[src/rtl/mfm_encoder.sv]
// MFM write encoder: single-byte holding register feeding a 16-cell shifter.
// Each byte becomes (clock, data) cell pairs, MSB first; each cell lasts
// CELL_CYCLES clocks, and a 1-cell drives mfm_out high for PULSE_CYCLES clocks.
module mfm_encoder #(
    parameter int CELL_CYCLES  = 5,
    parameter int PULSE_CYCLES = 2
) (
    input  logic       clk_50,
    input  logic       reset_n,
    input  logic [7:0] data_in,
    input  logic       data_valid,
    input  logic       mark_in,
    output logic       data_ready,
    output logic       mfm_out,
    output logic       write_gate,
    output logic       underrun
);

    localparam int CW = (CELL_CYCLES > 1) ? $clog2(CELL_CYCLES) : 1;

    typedef enum logic {IDLE, ACTIVE} state_t;

    state_t          r_state, w_state_nxt;
    logic [7:0]      r_hold_data;
    logic            r_hold_mark;
    logic            r_hold_full, w_hold_full_nxt;
    logic [15:0]     r_shift, w_shift_nxt;
    logic [CW-1:0]   r_cnt, w_cnt_nxt;
    logic [3:0]      r_idx, w_idx_nxt;
    logic            r_prev, w_prev_nxt;
    logic            r_ready, r_mfm, r_wg, r_underrun;
    logic            w_mfm_nxt, w_wg_nxt, w_underrun_nxt;
    logic            w_accept, w_cell_wrap, w_load, w_stop;

    // Expand a byte into clock/data cell pairs; pair for bit 7 sits in [15:14].
    function automatic logic [15:0] encode(input logic [7:0] d, input logic m, input logic p);
        logic [8:0]  ext;
        logic [15:0] cells;
        ext   = {p, d};
        cells = '0;
        for (int unsigned i = 0; i < 8; i++) begin
            cells[2*i]   = ext[i];
            cells[2*i+1] = ~ext[i+1] & ~ext[i] & ~(m && (i == 2));
        end
        return cells;
    endfunction

    assign w_accept    = data_valid & r_ready;
    assign w_cell_wrap = (r_cnt == CW'(CELL_CYCLES - 1));

    // State register plus datapath and registered outputs.
    always_ff @(posedge clk_50) begin
        if (!reset_n) begin
            r_state     <= IDLE;
            r_hold_data <= '0;
            r_hold_mark <= 1'b0;
            r_hold_full <= 1'b0;
            r_shift     <= '0;
            r_cnt       <= '0;
            r_idx       <= '0;
            r_prev      <= 1'b0;
            r_ready     <= 1'b1;
            r_mfm       <= 1'b0;
            r_wg        <= 1'b0;
            r_underrun  <= 1'b0;
        end else begin
            r_state     <= w_state_nxt;
            if (w_accept) begin
                r_hold_data <= data_in;
                r_hold_mark <= mark_in;
            end
            r_hold_full <= w_hold_full_nxt;
            r_shift     <= w_shift_nxt;
            r_cnt       <= w_cnt_nxt;
            r_idx       <= w_idx_nxt;
            r_prev      <= w_prev_nxt;
            r_ready     <= ~w_hold_full_nxt;
            r_mfm       <= w_mfm_nxt;
            r_wg        <= w_wg_nxt;
            r_underrun  <= w_underrun_nxt;
        end
    end

    // Next state: load whenever the holder is full at IDLE or at end of cell 15.
    always_comb begin
        w_state_nxt = r_state;
        w_load      = 1'b0;
        w_stop      = 1'b0;
        case (r_state)
            IDLE: begin
                if (r_hold_full) begin
                    w_state_nxt = ACTIVE;
                    w_load      = 1'b1;
                end
            end
            ACTIVE: begin
                if (w_cell_wrap && (r_idx == 4'd15)) begin
                    if (r_hold_full) begin
                        w_load = 1'b1;
                    end else begin
                        w_state_nxt = IDLE;
                        w_stop      = 1'b1;
                    end
                end
            end
            default: w_state_nxt = IDLE;
        endcase
    end

    // Datapath next values: shifter, cell counter/index, prev bit, holder flag.
    always_comb begin
        w_shift_nxt     = r_shift;
        w_cnt_nxt       = r_cnt;
        w_idx_nxt       = r_idx;
        w_prev_nxt      = r_prev;
        w_hold_full_nxt = r_hold_full;
        if (w_load) begin
            w_shift_nxt     = encode(r_hold_data, r_hold_mark, r_prev);
            w_cnt_nxt       = '0;
            w_idx_nxt       = '0;
            w_prev_nxt      = r_hold_data[0];
            w_hold_full_nxt = 1'b0;
        end else if (w_stop) begin
            w_cnt_nxt  = '0;
            w_idx_nxt  = '0;
            w_prev_nxt = 1'b0;
        end else if (r_state == ACTIVE) begin
            if (w_cell_wrap) begin
                w_cnt_nxt = '0;
                w_idx_nxt = r_idx + 4'd1;
            end else begin
                w_cnt_nxt = r_cnt + CW'(1);
            end
        end
        // Accept never coincides with a load: data_ready is low while full.
        if (w_accept) begin
            w_hold_full_nxt = 1'b1;
        end
    end

    // Outputs computed from next-cycle values so the first cell shows right after load.
    always_comb begin
        w_wg_nxt       = (w_state_nxt == ACTIVE);
        w_mfm_nxt      = w_wg_nxt && w_shift_nxt[4'd15 - w_idx_nxt]
                         && (w_cnt_nxt < CW'(PULSE_CYCLES));
        w_underrun_nxt = w_stop;
    end

    assign data_ready = r_ready;
    assign mfm_out    = r_mfm;
    assign write_gate = r_wg;
    assign underrun   = r_underrun;

endmodule

[config.mk]
export PLATFORM = sky130hd
export DESIGN_NAME = mfm_encoder
export DESIGN_NICKNAME = d
export VERILOG_FILES = /design/src/rtl/mfm_encoder.sv
export SDC_FILE = /design/constraint.sdc
export NUM_CORES = 1
export LEC_CHECK = 0
export ABC_CLOCK_PERIOD_IN_PS = 4900
export CAP_MARGIN = 20
export CORE_MARGIN = 2
export CORE_UTILIZATION = 60
export CTS_BUF_LIST = sky130_fd_sc_hd__clkbuf_8
export DETAILED_ROUTE_END_ITERATION = 16
export PLACE_DENSITY = 0.88
export SLEW_MARGIN = 20
export SYNTH_ARGS = -nofsm -noshare
export SYNTH_HDL_FRONTEND = slang
export SYNTH_SLANG_ARGS = --single-unit
[constraint.sdc]
create_clock -name clk_50 -period 4.9 [get_ports clk_50]
set_clock_uncertainty 0.15 [all_clocks]
set_input_delay 0.49 -clock clk_50 [delete_from_list [all_inputs] [get_ports clk_50]]
set_output_delay 0.49 -clock clk_50 [all_outputs]
set_load 0.01 [all_outputs]
* Word-level counts from Yosys, hierarchy flattened
Index checks and enable logic that the tools add are counted.
** Word-level totals
- Input port bits :: 12
- Register bits :: 38
- Logic and storage cells :: 67
- Output and inout port bits :: 4
** Operators by class
- Mux-type cells :: 23
- Order comparisons :: 2
- Equality and inequality tests :: 2
- Add/sub/neg operators :: 3
- Bitwise gates (word level) :: 22
- Reduce and logical (&&, ||, !) cells :: 4
** Operator list (number)
- $mux W16 :: 1
- $mux W4 :: 4
- $mux W3 :: 4
- $not A1 Y1 :: 12
- $mux W1 :: 11
- $and A1 B1 Y1 :: 10
- $lt A4 B5 Y1 const B :: 1
- $add A4 B1 Y4 const B :: 1
- $bmux W1 S4 :: 1
- $eq A4 B4 Y1 const B :: 1
- $pmux W1 S2 :: 2
- $sub A4 B4 Y4 const A :: 1
- $add A3 B1 Y3 const B :: 1
- $eq A3 B3 Y1 const B :: 1
- $logic_and A1 B1 Y1 :: 3
- $lt A3 B2 Y1 const B :: 1
- $reduce_bool A2 Y1 :: 1

* Longest topological paths before layout
Gate-level depths: netlist of run 1.
- Word-level depth :: 11
- Depth in mapped cells :: 10

* Worst setup path after synthesis of run 1
Ideal clock, no wire load.
- Path type :: reg2reg
- From :: register r_cnt[0]
- To :: register r_mfm (netlist: mfm_out)
- Path slack :: 2.820 ns
- Stages on the path, launching flop included :: 11
- Clock period less this slack :: 2.080 ns
- Buffers on the path :: 1
- Arrival time :: 1.807 ns
- Path through :: dfxtp_1 > inv_1 > ha_1 > nand2_2 > nand4bb_1 > nand3_2 > buf_6 > mux2_4 > o21ai_1 > o211ai_1 > o2bb2ai_2
** On the way
- Word-level cells in the longest chain between the ends :: 11
** RTL lines
- from (decl) :: line 28 : logic [CW-1:0] r_cnt, w_cnt_nxt;
- from (signal assigned) :: line 74 : r_cnt <= w_cnt_nxt;
- $eq A3 B3 Y1 :: line 49 : assign w_cell_wrap = (r_cnt == CW'(CELL_CYCLES - 1));
- $logic_and A1 B1 Y1 :: line 97 : if (w_cell_wrap && (r_idx == 4'd15)) begin
- $mux W1 :: line 97
- $mux W1 :: line 89 : case (r_state)
- $mux W4 :: line 123 : end else if (w_stop) begin
- $mux W4 :: line 117 : if (w_load) begin
- $sub A4 B4 Y4 :: line 144 : w_mfm_nxt = w_wg_nxt && w_shift_nxt[4'd15 - w_idx_nxt]
- $bmux W1 S4 :: line 144
- $mux W1 (implied by the code) :: line 144
- $logic_and A1 B1 Y1 :: line 144
- $logic_and A1 B1 Y1 * :: line 145 : && (w_cnt_nxt < CW'(PULSE_CYCLES));
- to (signal assigned) :: line 78 : r_mfm <= w_mfm_nxt;
- to (decl) :: line 31 : logic r_ready, r_mfm, r_wg, r_underrun;
Every way passes the cells marked *; elsewhere a longest branch is shown, timed or not. The select of a mux whose other input is x is not followed.
A chain may end at the register's enable or synchronous reset.

* Final worst setup path of run 1
Same ends and word-level chain as after synthesis.

==> results of run 1 <==
==> registers in the layout, summed over array words and instances (netlist names) <==
register / cells
write_gate: 1
r_cnt: 3
r_idx: 4
underrun: 1
r_hold_full: 1
data_ready: 1
r_prev: 1
r_hold_data: 8
r_shift: 16
r_hold_mark: 1
mfm_out: 1
==> area by class of cell <==
cell class / count / area [sq um]
clock buffer: 6 / 82.58
clock inverter: 2 / 8.758
fill: 208 / 778.2
inverter: 6 / 22.52
multi-input combinational: 153 / 963.4
sequential: 38 / 760.7
tap: 31 / 38.79
timing repair buffer: 15 / 150.1
==> cells in the mapped netlist (3+ instances only) <==
library cell | count | area (sq um)
sky130_fd_sc_hd__a21boi_0 | 18 | 135.1
sky130_fd_sc_hd__a21o_1 | 3 | 22.52
sky130_fd_sc_hd__a21oi_1 | 10 | 50.05
sky130_fd_sc_hd__and2_1 | 8 | 50.05
sky130_fd_sc_hd__clkbuf_1 | 6 | 22.52
sky130_fd_sc_hd__dfxtp_1 | 38 | 760.7
sky130_fd_sc_hd__ha_1 | 3 | 37.54
sky130_fd_sc_hd__inv_1 | 6 | 22.52
sky130_fd_sc_hd__mux2i_1 | 5 | 50.05
sky130_fd_sc_hd__nand2_1 | 45 | 168.9
sky130_fd_sc_hd__nand3_1 | 3 | 15.01
sky130_fd_sc_hd__nor2b_1 | 9 | 56.30
sky130_fd_sc_hd__nor3_1 | 7 | 35.03
sky130_fd_sc_hd__o21ai_0 | 6 | 30.03
==> per-layer routing <==
layer,wire length [um],up-vias,global-route usage
li1,-,738,-
met4,121,0,0.1201
met5,0,-,0
met3,196,13,0.06593
met2,1698,51,0.3788
met1,1520,694,0.2907
==> worst min-delay path: stages (launching register included) <==
cell	delay (ps)
sky130_fd_sc_hd__dfxtp_1	310
sky130_fd_sc_hd__nand2_1	50
sky130_fd_sc_hd__a21boi_0	60
==> power groups by stage <==
stage	logic [mW]	clock network [mW]	registers [mW]
2_1_floorplan	0.0557	0	0.338
3_3_place_gp	0.0732	0	0.342
3_5_place_dp	0.0763	0	0.343
4_1_cts	0.0772	0.216	0.337
5_1_grt	0.0868	0.232	0.339
6_report	0.0770	0.215	0.337
==> stage by stage <==
| step | hold WS [ps] | instances |
|---|---|---|
| 2_1_floorplan | 288.3 | 206 |
| 3_3_place_gp | 302.6 | 243 |
| 3_5_place_dp | 310.7 | 243 |
| 4_1_cts | 324.1 | 251 |
| 5_1_grt | 353.7 | 251 |
| 6_report | 321.1 | 251 |
==> kinds of logic (layout without fill, tap and decap cells) <==
logic type	count (synthesis)	count (layout)	share of synthesized area
multiplexers	8	8	0.04891
adder cells (fa/ha/maj)	3	3	0.02097
flip-flops	38	38	0.4249
AO/OA/AOI/OAI	53	53	0.2124
AND/OR/NAND/NOR	88	88	0.2509
buffers and inverters	15	29	0.03704
XOR/XNOR	1	1	0.004893
==> worst max-delay path by stage <==
stage / startpoint / to / slack, ps / depth (start not counted)
floorplan: r_cnt[0] / mfm_out / 2820 / 10
global placement: reset_n / mfm_out / 2250 / 6
detailed placement: reset_n / mfm_out / 2120 / 6
CTS: r_cnt[0] / mfm_out / 2430 / 9
global route: reset_n / mfm_out / 2200 / 6
finish: r_cnt[0] / mfm_out / 2420 / 9
==> reports/results.md, run 1 <==
| Result | Value |
|---|---|
| Result of the run | finished, violations left |
| Violations in the final reports | design-rule violations |
| Post-synthesis instance area | 0.001790 sq mm |
| Setup TNS Final | 0 ps |
| Number of synthesis warnings | 0 |
| Post-Syn Area per Cell | 8.692 sq um |
| Fraction of power spent switching nets | 0.2508 |
| HP Start | r_shift[8] |
| Cell count of the worst hold path | 2 |
| Setup-failing EPs final | 0 |
| Count of state elements after synthesis | 38 |
| RR Startpoint | r_cnt[0] |
| Post-route worst setup slack | 2415 ps |
| Area enclosed by the die boundary | 0.003437 sq mm |
| Remaining number of nets flagged by the antenna check after routing | 0 |
| Highest net fanout along the worst path | 13 |
| RSZ-0062 raised after global routing | false |
| Global Route Usage Sum | 0.2362 |
| Clock latency of the later-clocked register in the worst-skew pair | 290 ps |
| CP Data Required Time | 4970 ps |
| Placer's final routability congestion estimate | 0.7658 |
| Number of instances in the synthesized netlist | 206 |
| HPWL Detailed | 2.479 mm |
| Number of endpoints with negative hold slack in the final report | 0 |
| Post-layout min period | 2485 ps |
| Std cell rows | 19 |
| Buffer cell driving the clock tree root | sky130_fd_sc_hd__clkbuf_8 |
| Worst-case vdd ir drop | 0.0002305 V |
| Final period util | 0.5071 |
| Part of the total power dissipated in the clock network | 0.342 |
| Share of layout cells above drive strength 1 | 0.09091 |
| Worst EP arrival | 2560 ps |
| Post-place setup slack | 2117 ps |
| Starting density of the core | 0.6383 |
| Hold-critical path endpoint | r_shift[8] |
| Timing-limited maximum frequency | 0.4024 GHz |
| Aggregate global routing overflow | 0 |
| Total iterations of the first detailed-routing run | 10 |
| Max stage delay cell, worst path | sky130_fd_sc_hd__or4_4 |
| Port Buffer Count | 15 |
| Reg power frac | 0.536 |
| Worst r2r path cells | 9 |
| Clock buffer depth | 2 |
| Post-layout net count | 234 |
| CTS Buf Count | 5 |
| Power dissipated by switching net loads | 157.7 uW |
| CTS Sinks | 38 |
| Per-cell routed wire length | 14.09 um |
| DRC | 1 |
| Post-CTS Hold Buffers | 0 |
| WL final | 3.536 mm |
| Leading register cell type out of synthesis | sky130_fd_sc_hd__dfxtp_1 |
| Post-route cell area | 0.002027 sq mm |
| Top library cells by usage in the layout, fill and taps aside | 45 x sky130_fd_sc_hd__nand2_1, 38 x sky130_fd_sc_hd__dfxtp_1, 18 x sky130_fd_sc_hd__a21boi_0, 15 x sky130_fd_sc_hd__clkdlybuf4s50_1, 10 x sky130_fd_sc_hd__a21oi_1 |
| DR vias/cell | 5.960 |
| Slew of the pin with the lowest slew margin | 965.9 ps |
| Post-layout total power | 628.7 uW |
| Standby leakage power | 0.7619 nW |
| Number of H-tree levels | 2 |
| Critical path startpoint category | flip-flop |
| Crit Path Class | flip-flop to flip-flop |
| Final design utilization | 0.7226 |
| Worst setup EP type | flip-flop |
| Iter 0 DRT Violations | 47 |
| Number of vias in the routed layout | 1496 |
| Largest net degree at the start of global routing | 37 |
| Worst-case register-to-register setup slack | 2420 ps |
| Final Max Slew Viols | 0 |
| Worst stage delay on the critical path | 590 ps |
| Core region area | 0.002805 sq mm |
| I/O pin cnt | 16 |
| Placement-stage cell area | 0.001936 sq mm |
| Area delta synth->final | 13.21% |
| TritonCTS clock tree | yes |
| Cell area power density | 310.2 mW/mm^2 |
| Share of synthesized flip-flops with an asynchronous set or reset | 0 |
| Clock slew at reported path FFs | 70 ps |
| Number of buffer and inverter instances along the worst setup path | 1 |
| Count of cell types in the netlist | 42 |
| Power Internal | 471.0 uW |
| Crit-path leading delay family | simple AND/OR/NAND/NOR gates |
| Number of antenna repair diodes | 0 |
| Vertical die dimension | 58.63 um |
| Post-cts gate resize count | 0 |
| Leading cell type in the layout, fill and taps excluded | sky130_fd_sc_hd__nand2_1 |
| Portion of the post-synthesis area used by sequential elements | 0.4249 |
| Worst relative slew slack | 0.3541 |
| Vias in the first global route | 1389 |
| Max-Cap Viols | 0 |
| First-pass GRT wire length | 6.147 mm |
| Worst path cell trace | inv_1 -> ha_1 -> nand2_2 -> nand4bb_1 -> nand3_2 -> or4_4 -> o2111ai_2 -> o211ai_2 -> o2bb2ai_2 |
| Number of flops mapped to enable cells by yosys | 0 |
| Post-CTS Repair Setup Buffers | 0 |
| Antenna violations before repair | 0 |
| Share of total power in combinational logic | 0.122 |
| Endpoint of the most critical register-to-register path | mfm_out |
| Post-synthesis net count | 221 |
| Class of the tightest hold or removal check | flip-flop to flip-flop |
| Horizontal extent of the die | 58.63 um |
Power figures use the tool's default switching activity.
==> run 2: changes to the inputs <==
--- a/config.mk
+++ b/config.mk
@@ -5,13 +5,13 @@
 export SDC_FILE = /design/constraint.sdc
 export NUM_CORES = 1
 export LEC_CHECK = 0
-export ABC_CLOCK_PERIOD_IN_PS = 4900
+export ABC_CLOCK_PERIOD_IN_PS = 2170
 export CAP_MARGIN = 20
 export CORE_MARGIN = 2
-export CORE_UTILIZATION = 60
+export CORE_UTILIZATION = 53
 export CTS_BUF_LIST = sky130_fd_sc_hd__clkbuf_8
 export DETAILED_ROUTE_END_ITERATION = 16
-export PLACE_DENSITY = 0.88
+export PLACE_DENSITY = 0.82
 export SLEW_MARGIN = 20
 export SYNTH_ARGS = -nofsm -noshare
 export SYNTH_HDL_FRONTEND = slang
==> constraint.sdc (replaced) <==
create_clock -name clk_50 -period 2.17 [get_ports clk_50]
set_clock_uncertainty 0.15 [all_clocks]
set_input_delay 0.217 -clock clk_50 [delete_from_list [all_inputs] [get_ports clk_50]]
set_output_delay 0.217 -clock clk_50 [all_outputs]
set_load 0.01 [all_outputs]
==> run 2 against run 1 <==
Effect of this change: the flow finishes with violations (negative setup slack); largest cell class unchanged; core utilization fell by 2.5 points; via count up 4.6%; worst hold slack worse by 2.6 ps; non-clock buffer count increased by 17; power grew 150%; maximum frequency up 14%; flip-flop and latch count unchanged; final cell count increased by 13%; critical path type unchanged; sequential share of layout area decreased by 4.2 points; highest routed layer unchanged.
==> reports/results.md, run 2 (synthesized netlist as in run 1, its figures left out) <==
| Result | Value |
|---|---|
| I/O pin cnt | 16 |
| Cell area power density | 679.9 mW/mm^2 |
| Global Route Usage Sum | 0.2153 |
| Result of the run | finished, violations left |
| Std cell rows | 21 |
| Largest net degree at the start of global routing | 36 |
| Worst path cell trace | nor2_1 -> nand2_1 -> nand3_4 -> mux2_2 -> a21oi_1 -> o211ai_1 -> o2bb2ai_2 |
| Worst stage delay on the critical path | 400 ps |
| Core region area | 0.003284 sq mm |
| Vertical die dimension | 62.12 um |
| CP Data Required Time | 2200 ps |
| Iter 0 DRT Violations | 48 |
| Number of H-tree levels | 2 |
| Worst relative slew slack | 0.7242 |
| Final period util | 1.007 |
| WL final | 4.083 mm |
| CTS Sinks | 38 |
| Post-route worst setup slack | -14.32 ps |
| Share of layout cells above drive strength 1 | 0.2017 |
| Number of flip-flops under the largest register name | 16 |
| Port Buffer Count | 15 |
| Final Max Slew Viols | 0 |
| CTS Buf Count | 5 |
| RR Startpoint | write_gate |
| Timing-limited maximum frequency | 0.4578 GHz |
| Aggregate global routing overflow | 0 |
| Worst r2r path cells | 7 |
| Starting density of the core | 0.5451 |
| Setup-failing EPs final | 1 |
| Buffer cell driving the clock tree root | sky130_fd_sc_hd__clkbuf_8 |
| Max stage delay cell, worst path | sky130_fd_sc_hd__dfxtp_2 |
| Standby leakage power | 0.8790 nW |
| Clock slew at reported path FFs | 80 ps |
| Remaining number of nets flagged by the antenna check after routing | 0 |
| Number of endpoints with negative hold slack in the final report | 0 |
| Post-layout net count | 252 |
| Top Registers | r_shift: 16 flops, r_hold_data: 8 flops, r_idx: 4 flops |
| Worst EP arrival | 2210 ps |
| HP Start | r_shift[8] |
| Clock buffer depth | 2 |
| HPWL Detailed | 2.572 mm |
| Worst-case register-to-register setup slack | -10 ps |
| Endpoint of the most critical register-to-register path | mfm_out |
| TritonCTS clock tree | yes |
| Vias in the first global route | 1453 |
| Class of the tightest hold or removal check | flip-flop to flip-flop |
| Violations in the final reports | negative setup slack |
| Leading cell type in the layout, fill and taps excluded | sky130_fd_sc_hd__nand2_1 |
| Number of antenna repair diodes | 0 |
| DR vias/cell | 5.511 |
| Final design utilization | 0.6975 |
| Number of vias in the routed layout | 1565 |
| Total iterations of the first detailed-routing run | 4 |
| Horizontal extent of the die | 62.12 um |
| Antenna violations before repair | 0 |
| Fill cells | 249 |
| Clock latency of the later-clocked register in the worst-skew pair | 290 ps |
| Cell count of the worst hold path | 2 |
| Highest net fanout along the worst path | 8 |
| Per-cell routed wire length | 14.38 um |
| Worst-case vdd ir drop | 0.0006196 V |
| Crit Path Class | flip-flop to flip-flop |
| Max-Cap Viols | 0 |
| Hold-critical path endpoint | r_shift[8] |
| Critical path startpoint category | flip-flop |
| Top library cells by usage in the layout, fill and taps aside | 45 x sky130_fd_sc_hd__nand2_1, 36 x sky130_fd_sc_hd__dfxtp_1, 18 x sky130_fd_sc_hd__a21boi_0, 17 x sky130_fd_sc_hd__buf_4, 15 x sky130_fd_sc_hd__clkdlybuf4s50_1 |
| Slew of the pin with the lowest slew margin | 408.3 ps |
| DRC | 0 |
| Placer's final routability congestion estimate | 0.8216 |
| Area enclosed by the die boundary | 0.003859 sq mm |
| Area delta synth->final | 27.95% |
| First-pass GRT wire length | 6.603 mm |
| Post-place setup slack | -4.990 ps |
| Tightest hold margin | 318.5 ps |
| Post-CTS Hold Buffers | 0 |
| Largest Register | r_shift |
| Worst setup EP type | flip-flop |
| Setup TNS Final | -14.32 ps |
| Post-layout min period | 2184 ps |
-- run 2: repair_timing --
action | CTS | global route
buffers inserted | 1 | 0
gates cloned | 1 | 0
resized for setup | 3 | 14
pin swaps | 1 | 2
endpoints found under the setup margin | 1 | 1
-- run 2: per-layer routing --
layer | vias up | global-route usage | routed length (um)
met5 | - | 0 | 0
met4 | 0 | 0.1083 | 84
met3 | 10 | 0.04710 | 138
met2 | 35 | 0.3397 | 1975
met1 | 741 | 0.2796 | 1884
li1 | 779 | - | -
-- run 2: final cells by class --
cell class | instances | area (sq um) | share of cell area
inverters | 6 | 22.52 | 0.009831
clock inverters | 3 | 41.29 | 0.01802
repair buffers | 32 | 277.8 | 0.1212
well taps | 46 | 57.56 | 0.02512
clock buffers | 5 | 68.82 | 0.03004
multi-input cells | 154 | 1060 | 0.4626
flip-flops and latches | 38 | 763.2 | 0.3332
-- run 2: critical path, delay by kind of cell, from the launching register on --
family | cells | cell delay (ps)
AO/OA/AOI/OAI | 3 | 470
flip-flops | 1 | 400
multiplexers | 1 | 340
AND/OR/NAND/NOR | 3 | 700
-- run 2: worst max path at each step --
| stage | start | end | slack [ps] | cells after the start |
|---|---|---|---|---|
| after global routing | write_gate | mfm_out | -100 | 7 |
| after global placement | r_cnt[1] | mfm_out | 40 | 9 |
| final | write_gate | mfm_out | -10 | 7 |
| after CTS | r_cnt[1] | mfm_out | 20 | 9 |
| after floorplan | r_cnt[0] | mfm_out | 90 | 10 |
| after detailed placement | r_cnt[1] | mfm_out | -5 | 9 |
-- run 2: metrics by stage --
stage	std cells	cell area [sq um]	total power, mW
after global placement	274	2074	0.9626
final	284	2291	1.558
after global routing	284	2291	1.612
after detailed placement	274	2074	0.9664
after floorplan	206	1790	0.8897
after CTS	284	2226	1.548
-- run 2: power breakdown --
group          switching [mW]  internal (mW)  leakage [nW]
registers              0.0267          0.730         0.311
clock network           0.252          0.338        0.0556
logic                   0.109          0.102         0.513
total                   0.388           1.17         0.879
